File: config.mk
export PLATFORM = sky130hd
export DESIGN_NAME = seq_det_event_logger
export DESIGN_NICKNAME = d
export VERILOG_FILES = /design/src/rtl/seq_det_event_logger.sv
export SDC_FILE = /design/constraint.sdc
export NUM_CORES = 1
export LEC_CHECK = 0
export ABC_AREA = 0
export BUFFER_PORTS_ARGS = -buffer_cell sky130_fd_sc_hd__buf_2
export CORE_ASPECT_RATIO = 2
export CORE_UTILIZATION = 55
export DETAILED_ROUTE_END_ITERATION = 12
export PLACE_DENSITY = 0.81
export SLEW_MARGIN = 10
export SYNTH_ARGS = -nofsm -noshare
export SYNTH_HDL_FRONTEND = slang
export SYNTH_SLANG_ARGS = --single-unit
File: constraint.sdc
create_clock -name clk -period 3.7 [get_ports clk]
set_clock_uncertainty 0.2 [all_clocks]
set_input_delay 0.37 -clock clk [delete_from_list [all_inputs] [get_ports clk]]
set_output_delay 0.37 -clock clk [all_outputs]
set_load 0.01 [all_outputs]
File: src/rtl/seq_det_event_logger.sv
// seq_det_event_logger
// Turns the held 4-bit code of the 1001/1110 sequence detector into single-cycle
// events. Events are counted per pattern and timestamped, and the resulting
// records are queued in a first-word-fall-through FIFO for a valid/ready reader.
//
// Ports:
//   clk, rst_n   clock (rising edge), asynchronous active-low reset
//   det_code     detector code; 4'b0000 means no detection
//   clr          synchronous clear of counters, FIFO and drop/overflow state
//   evt_valid    FIFO head holds a record
//   evt_ready    reader accepts the head this cycle
//   evt_data     head record {type, timestamp}; type 0 = CODE_A, 1 = CODE_B
//   cnt_a/cnt_b  saturating per-pattern event counters
//   drop_cnt     saturating count of events lost to a full FIFO
//   overflow     sticky flag: at least one event was dropped
//   fifo_level   current FIFO occupancy
module seq_det_event_logger #(
  parameter int         CNT_W  = 8,
  parameter int         TS_W   = 12,
  parameter int         DEPTH  = 8,
  parameter logic [3:0] CODE_A = 4'b1001,
  parameter logic [3:0] CODE_B = 4'b1110
) (
  input  logic                       clk,
  input  logic                       rst_n,
  input  logic [3:0]                 det_code,
  input  logic                       clr,
  output logic                       evt_valid,
  input  logic                       evt_ready,
  output logic [TS_W:0]              evt_data,
  output logic [CNT_W-1:0]           cnt_a,
  output logic [CNT_W-1:0]           cnt_b,
  output logic [CNT_W-1:0]           drop_cnt,
  output logic                       overflow,
  output logic [$clog2(DEPTH):0]     fifo_level
);

  localparam int PTR_W = $clog2(DEPTH);
  localparam int LVL_W = PTR_W + 1;

  logic [3:0]       code_q_r;
  logic [TS_W-1:0]  ts_r;
  logic [TS_W:0]    mem_r [DEPTH];
  logic [PTR_W-1:0] wr_ptr_r;
  logic [PTR_W-1:0] rd_ptr_r;
  logic [LVL_W-1:0] level_r;
  logic [CNT_W-1:0] cnt_a_r;
  logic [CNT_W-1:0] cnt_b_r;
  logic [CNT_W-1:0] drop_cnt_r;
  logic             overflow_r;

  logic             ev_a_s;
  logic             ev_b_s;
  logic             ev_s;
  logic             pop_s;
  logic             push_s;
  logic             drop_s;
  logic [TS_W:0]    rec_s;

  // Saturating increment shared by all counters.
  function automatic logic [CNT_W-1:0] sat_inc(input logic [CNT_W-1:0] v);
    if (v == {CNT_W{1'b1}}) begin
      return v;
    end else begin
      return v + {{(CNT_W-1){1'b0}}, 1'b1};
    end
  endfunction

  // Edge detection on the code level plus FIFO push/pop/drop decisions.
  always_comb begin
    ev_a_s = 1'b0;
    ev_b_s = 1'b0;
    pop_s  = 1'b0;
    push_s = 1'b0;
    drop_s = 1'b0;
    ev_a_s = (det_code == CODE_A) && (code_q_r != CODE_A);
    ev_b_s = (det_code == CODE_B) && (code_q_r != CODE_B);
    ev_s   = ev_a_s || ev_b_s;
    rec_s  = {ev_b_s, ts_r};
    // A clear cycle voids both the pop and any event seen in it.
    if (clr) begin
      pop_s  = 1'b0;
      push_s = 1'b0;
      drop_s = 1'b0;
    end else begin
      pop_s  = (level_r != {LVL_W{1'b0}}) && evt_ready;
      push_s = ev_s && ((level_r < LVL_W'(DEPTH)) || pop_s);
      drop_s = ev_s && !push_s;
    end
  end

  // Previous code and free-running timestamp; clr intentionally leaves these alone
  // so that a code held across clr does not re-trigger.
  always_ff @(posedge clk or negedge rst_n) begin
    if (!rst_n) begin
      code_q_r <= 4'b0000;
      ts_r     <= {TS_W{1'b0}};
    end else begin
      code_q_r <= det_code;
      ts_r     <= ts_r + {{(TS_W-1){1'b0}}, 1'b1};
    end
  end

  // Record storage; reset so that the head reads as zero out of reset.
  always_ff @(posedge clk or negedge rst_n) begin
    if (!rst_n) begin
      for (int i = 0; i < DEPTH; i++) begin
        mem_r[i] <= {(TS_W+1){1'b0}};
      end
    end else if (push_s) begin
      mem_r[wr_ptr_r] <= rec_s;
    end else begin
      mem_r[wr_ptr_r] <= mem_r[wr_ptr_r];
    end
  end

  // FIFO pointers and occupancy; pointers wrap naturally since DEPTH is a power of two.
  always_ff @(posedge clk or negedge rst_n) begin
    if (!rst_n) begin
      wr_ptr_r <= {PTR_W{1'b0}};
      rd_ptr_r <= {PTR_W{1'b0}};
      level_r  <= {LVL_W{1'b0}};
    end else if (clr) begin
      wr_ptr_r <= {PTR_W{1'b0}};
      rd_ptr_r <= {PTR_W{1'b0}};
      level_r  <= {LVL_W{1'b0}};
    end else begin
      if (push_s) begin
        wr_ptr_r <= wr_ptr_r + {{(PTR_W-1){1'b0}}, 1'b1};
      end
      if (pop_s) begin
        rd_ptr_r <= rd_ptr_r + {{(PTR_W-1){1'b0}}, 1'b1};
      end
      case ({push_s, pop_s})
        2'b10:   level_r <= level_r + {{(LVL_W-1){1'b0}}, 1'b1};
        2'b01:   level_r <= level_r - {{(LVL_W-1){1'b0}}, 1'b1};
        default: level_r <= level_r;
      endcase
    end
  end

  // Pattern counters, drop counter and sticky overflow; dropped events still count.
  always_ff @(posedge clk or negedge rst_n) begin
    if (!rst_n) begin
      cnt_a_r    <= {CNT_W{1'b0}};
      cnt_b_r    <= {CNT_W{1'b0}};
      drop_cnt_r <= {CNT_W{1'b0}};
      overflow_r <= 1'b0;
    end else if (clr) begin
      cnt_a_r    <= {CNT_W{1'b0}};
      cnt_b_r    <= {CNT_W{1'b0}};
      drop_cnt_r <= {CNT_W{1'b0}};
      overflow_r <= 1'b0;
    end else begin
      if (ev_a_s) begin
        cnt_a_r <= sat_inc(cnt_a_r);
      end
      if (ev_b_s) begin
        cnt_b_r <= sat_inc(cnt_b_r);
      end
      if (drop_s) begin
        drop_cnt_r <= sat_inc(drop_cnt_r);
        overflow_r <= 1'b1;
      end
    end
  end

  assign evt_valid  = (level_r != {LVL_W{1'b0}});
  assign evt_data   = mem_r[rd_ptr_r];
  assign cnt_a      = cnt_a_r;
  assign cnt_b      = cnt_b_r;
  assign drop_cnt   = drop_cnt_r;
  assign overflow   = overflow_r;
  assign fifo_level = level_r;

endmodule
==> flow_metrics.tcl, run 1 <==
set metrics [dict create \
    drcViolationCount 0 \
    io_buffers 50 \
    ys_seq_elements 155 \
    p_per_area_mw_per_mm2 635 \
    cts_max_path_buffers 2 \
    path_max_fanout 13 \
    row_count 62 \
    min_period_ps 3300 \
    synth-seq-area-share 0.475 \
    num_vias 6425 \
    slew_headroom 0.225 \
    synth-xor-area-share 0.0290 \
    synth.area.top_cells "dfrtp_1, mux4_2, nand2_1" \
    fill_cells 1099 \
    grt_pass1_wl_mm 34.0 \
    yosys_warnings 0 \
    drtAntennaViolNets 0 \
    gp_congestion 0.863 \
    internal-power_mw 3.99 \
    rsz0062_at_grt "no" \
    die_h_microns 174 \
    seqPwrFrac 0.383 \
    antenna_found_initial 0 \
    synth-compound-area-share 0.124 \
    yosys-top-cells-count "dfrtp_1, nand2_1, o21ai_1" \
    synth_top_family_by_area "multiplexers" \
    cts_root_buffer "clkbuf_16" \
    syn_to_final_growth_pct 13.6 \
    p_switching_mw 1.90 \
    path_class "input port to register" \
    synthCells 752 \
    layout_worst_path_cycle_share 0.891 \
    post_cts_buffers 0 \
    n_antenna_cell 0 \
    comb_power_share 0.308 \
    min_path_type "input port to register" \
    crit_arrival_ps 3380 \
    wl_per_cell_microns 20.8 \
    power.leakage_nw 4.05 \
    status "finished clean" \
    multi_input_area_sq_mm 0.00404 \
    drive_gt1_frac 0.231 \
    maxSlewViolCount 0 \
    first_iter_violations 536 \
    synth_fp_nets 768 \
    synth_top_area_cell "dfrtp_1" \
    track_usage 0.294 \
    clk_latency_ps 430 \
    synth_simple_gate_area_frac 0.148 \
    synth_edf_count 0 \
    core_area_sq_mm 0.0144 \
    worst_pin_slew_ps 1160 \
    p_sw_frac 0.323 \
    grt-ovfl-total 0 \
    cts_tree "done" \
    maxCapViolCount 0 \
    synth_cell_types 66 \
    tns_ps 0 \
    ir_worst_vdd_mv 0.345 \
    grt_max_degree 93 \
    hold_violations 0 \
    finalWirelength_mm 20.9 \
    cp-start-kind "input port" \
    synth_most_common_cell "dfrtp_1" \
    clkSinkCount 155 \
    final_util 0.643 \
    p_total_mw 5.89 \
    setup_viol 0 \
    worstPathRequired_ps 3780 \
    viasPerCell 6.39 \
    synth_fa_ha_area_frac 0.0123 \
    nets 817 \
    synthMuxAreaShare 0.181 \
    syn_area_per_cell_sq_um 10.9 \
    numCtsBuffers 17 \
    seqCellArea_sq_mm 0.00388 \
    clkTransAtPathRegs_ps 70 \
    grt_pass1_vias 6895 \
    clkPwrFrac 0.309 \
    place_hpwl_mm 13.8 \
    syn_area_sq_mm 0.00817 \
    synth.top_cell.area_share 0.475 \
    rrSetupSlack_ps 570 \
    async_reset_ff_frac 1.00 \
    htreeDepth 4 \
    die_x_microns 88.2 \
    drtPass1Iterations 5 \
    initial_core_util 0.566 \
    ios 51 \
    critPathCaptureType "register" \
    design.die.area_sq_mm 0.0154 \
    max_freq_mhz 303 \
    synth_ff_type "dfrtp_1" \
]
[cell families (layout without fill, tap and decap cells)]
logic type,Yosys count,in the layout
and+or+nand+nor,252,252
xor gates and xnor gates,27,27
buffers and inverters,54,116
muxes,85,85
AOI/OAI and AO/OA,171,171
DFF,155,155
adders and majority gates,8,8
[layout make-up]
cell class / count / share of cell area
clock buffers: 20 / 0.0492
inverters: 7 / 0.00283
multi-input cells: 543 / 0.435
flip-flops and latches: 155 / 0.418
well taps: 192 / 0.0259
repair buffers: 77 / 0.0509
clock inverters: 12 / 0.0177
[metrics by stage]
| stage | setup WS (ps) | hold WS, ps | cell area, sq um | instances |
|---|---|---|---|---|
| floorplan | 1150 | -126 | 8170 | 752 |
| global placement | 682 | 276 | 8600 | 969 |
| CTS | 412 | 93.7 | 9280 | 1006 |
| detailed placement | 578 | 287 | 8600 | 969 |
| global route | 270 | 112 | 9280 | 1006 |
| finish | 404 | 107 | 9280 | 1006 |
[power groups by stage]
stage / sequential (mW) / clock (mW) / combinational [mW]
2_1_floorplan: 2.17 / 0 / 1.40
3_3_place_gp: 2.25 / 0 / 1.72
3_5_place_dp: 2.28 / 0 / 1.79
4_1_cts: 2.25 / 1.84 / 1.82
5_1_grt: 2.30 / 1.90 / 1.97
6_report: 2.26 / 1.82 / 1.82
[worst max-delay path, stage by stage]
cell           delay (ps)
dlygate4sd3_1         530
buf_2                 140
and4b_1               230
and2_1                300
o211ai_4              980
mux2i_1               600
o21ai_0               210
[flip-flops by register name (all words and copies together) (netlist names)]
name	flops
cnt_a	8
cnt_b	8
code_q_r	4
drop_cnt	8
fifo_level	4
mem_r	104
overflow	1
rd_ptr_r	3
ts_r	12
wr_ptr_r	3
[path summary, 6_finish.rpt]
check,from,endpoint,depth (start not counted)
min in group asynchronous,rst_n,cnt_b[3],2
hold reg to reg,overflow,overflow,2
hold / removal,evt_ready,rd_ptr_r[1],3
setup reg to reg,code_q_r[0],mem_r[4],5
setup / recovery,det_code[3],mem_r[4],7
max in group asynchronous,rst_n,mem_r[32],3
[metal layers]
layer | track usage | share of wire | vias up
li1 | - | - | 2836
met1 | 0.323 | 0.36 | 3189
met2 | 0.502 | 0.53 | 307
met3 | 0.0594 | 0.059 | 93
met4 | 0.190 | 0.054 | 0
met5 | 0 | 0 | -
[what timing repair did]
action / 4_1_cts / 5_1_grt
endpoints found under the hold margin: 93 / 0
endpoints found under the setup margin: 0 / 0
resized for setup: 0 / 0
hold buffers: 5 / 0
[layout by cell type (no fill, tap or decap), types with 4 or more instances in the layout]
master / synthesis / layout
nor3b_1: 4 / 4
dfrtp_1: 155 / 154
or4_1: 5 / 5
a221oi_1: 4 / 4
ha_1: 8 / 8
and3_1: 8 / 8
mux2i_1: 11 / 11
a22oi_1: 4 / 4
nor2_1: 31 / 31
nand2_1: 144 / 144
buf_2: 13 / 49
clkinvlp_4: 0 / 4
nand4_1: 7 / 7
xnor2_1: 17 / 17
nor3_1: 5 / 5
xor2_1: 10 / 10
o21ai_1: 81 / 81
mux2_2: 26 / 26
nand3b_1: 4 / 4
buf_4: 0 / 22
o21ai_0: 32 / 32
nand2b_1: 4 / 4
mux4_2: 37 / 37
nand3_1: 17 / 17
mux2i_4: 10 / 10
clkbuf_16: 0 / 17
dlygate4sd3_1: 0 / 5
inv_1: 7 / 7
a21oi_1: 15 / 15
and2_1: 4 / 4
Note: power is estimated with default switching activity, not from simulation.
==> run 2, diff against run 1 <==
Settings changed: BUFFER_PORTS_ARGS -buffer_cell sky130_fd_sc_hd__buf_2 to -buffer_cell sky130_fd_sc_hd__buf_4, CTS_BUF_LIST set to sky130_fd_sc_hd__clkbuf_4 sky130_fd_sc_hd__clkbuf_8 sky130_fd_sc_hd__clkbuf_16.
==> flow_metrics.tcl, run 2 (same netlist as run 1, synthesis figures left out) <==
set metrics [dict create \
    setup_viol 0 \
    ir_worst_vdd_mv 0.349 \
    rrSetupSlack_ps 640 \
    status "finished clean" \
    finalWirelength_mm 20.7 \
    viasPerCell 6.26 \
    slew_headroom 0.205 \
    cp_slowest_stage_delay_ps 1130 \
    drive_gt1_frac 0.235 \
    nets 820 \
    drcViolationCount 0 \
    clkTransAtPathRegs_ps 70 \
    drtPass1Iterations 5 \
    grt-ovfl-total 0 \
    p_total_mw 5.83 \
    grt_max_degree 96 \
    clk_latency_ps 430 \
    initial_core_util 0.566 \
    grt_pass1_wl_mm 33.8 \
    cp_cell_sequence "nor2_1, a221oi_1, o21ai_0, mux2i_1, o21ai_0" \
    num_vias 6319 \
    io_buffers 50 \
    largest_reg_flops 104 \
    final_cell_mix "dfrtp_1, nand2_1, o21ai_1" \
    top_regs "mem_r x104, ts_r x12" \
    min_period_ps 3060 \
    layout_worst_path_cycle_share 0.828 \
    slowest_stage "dfrtp_1" \
    p_per_area_mw_per_mm2 622 \
    ios 51 \
    critPathCaptureType "register" \
    final_common_cell "dfrtp_1" \
    maxSlewViolCount 0 \
    cts_root_buffer "clkbuf_16" \
    power.leakage_nw 4.05 \
    path_class "register to register" \
    hold_violations 0 \
    first_iter_violations 486 \
    row_count 62 \
    path_common_cell "o21ai_0" \
    core_area_sq_mm 0.0144 \
    cts_max_path_buffers 2 \
    max_freq_mhz 327 \
    clkSinkCount 155 \
    antenna_found_initial 0 \
    worst_pin_slew_ps 1190 \
    grt_pass1_vias 6708 \
    design.die.area_sq_mm 0.0154 \
    drtAntennaViolNets 0 \
    regMostFlops "mem_r" \
    cts_resized 0 \
    cts_tree "done" \
    gp_congestion 0.870 \
    path_max_fanout 28 \
    worstPathRequired_ps 3770 \
    wl_per_cell_microns 20.5 \
    syn_to_final_growth_pct 14.8 \
    min_path_type "input port to register" \
    track_usage 0.294 \
    die_x_microns 88.2 \
    htreeDepth 4 \
    crit_arrival_ps 3140 \
    cp-start-kind "register" \
    die_h_microns 174 \
    n_antenna_cell 0 \
    maxCapViolCount 0 \
    place_hpwl_mm 14.0 \
    numCtsBuffers 17 \
    rsz0062_at_grt "no" \
    tns_ps 0 \
]
==> run 2: changes by cell type in the layout (fill, tap and decap cells not counted) <==
cell and change:
buf_2 -49, buf_4 +52, bufinv_16 -2, clkbuf_1 -1
clkbuf_8 -1, clkinv_2 +1, clkinvlp_4 -1, inv_6 +4
==> run 2: layer usage <==
layer  GRT usage  part of all wire  up-vias
li1            -                 -     2847
met1       0.317              0.35     3152
met2       0.520              0.55      246
met3      0.0617             0.045       74
met4       0.159             0.046        0
met5           0                 0        -
==> run 2: layout make-up <==
cell class / instances / area (sq um)
fill: 1097 / 5050
multi-input combinational: 543 / 4040
sequential: 155 / 3880
timing repair buffer: 80 / 617
clock buffer: 18 / 439
tap: 192 / 240
clock inverter: 14 / 136
inverter: 7 / 26.3
==> run 2: repair_timing <==
item / in CTS / in global routing
buffers inserted: 0 / 0
hold buffers: 5 / 0
endpoints found under the setup margin: 0 / 0
hold endpoints to repair: 96 / 0
==> run 2: per-stage QoR <==
stage	area, sq um	utilization	setup WS (ps)	hold WS, ps	std cells
2_1_floorplan	8170	-	1150	-126	752
3_3_place_gp	8750	0.606	857	278	972
3_5_place_dp	8750	0.606	806	293	972
4_1_cts	9380	0.650	604	46.8	1009
5_1_grt	9380	0.650	534	72.8	1009
6_report	9380	0.650	638	63.4	1009
==> run 2: power by group <==
group          internal, mW  total (mW)  switching, mW
clock                 0.957        1.70          0.739
sequential             1.97        2.28          0.307
combinational         0.986        1.86          0.871
==> run 2: worst paths after layout <==
check                       startpoint           to  depth (start not counted)
min                          evt_ready  rd_ptr_r[1]                          3
max in group asynchronous        rst_n    mem_r[59]                          3
min reg2reg                   mem_r[3]     mem_r[3]                          2
max reg2reg                wr_ptr_r[1]    mem_r[41]                          5
max                        wr_ptr_r[1]    mem_r[41]                          5
min in group asynchronous        rst_n     cnt_b[5]                          2
==> run 2: critical path: cells and delay by family, from the launching register on <==
kind	cells	cell delay (ps)
flops	1	1130
compound gates	3	710
mux	1	470
simple gates	1	360
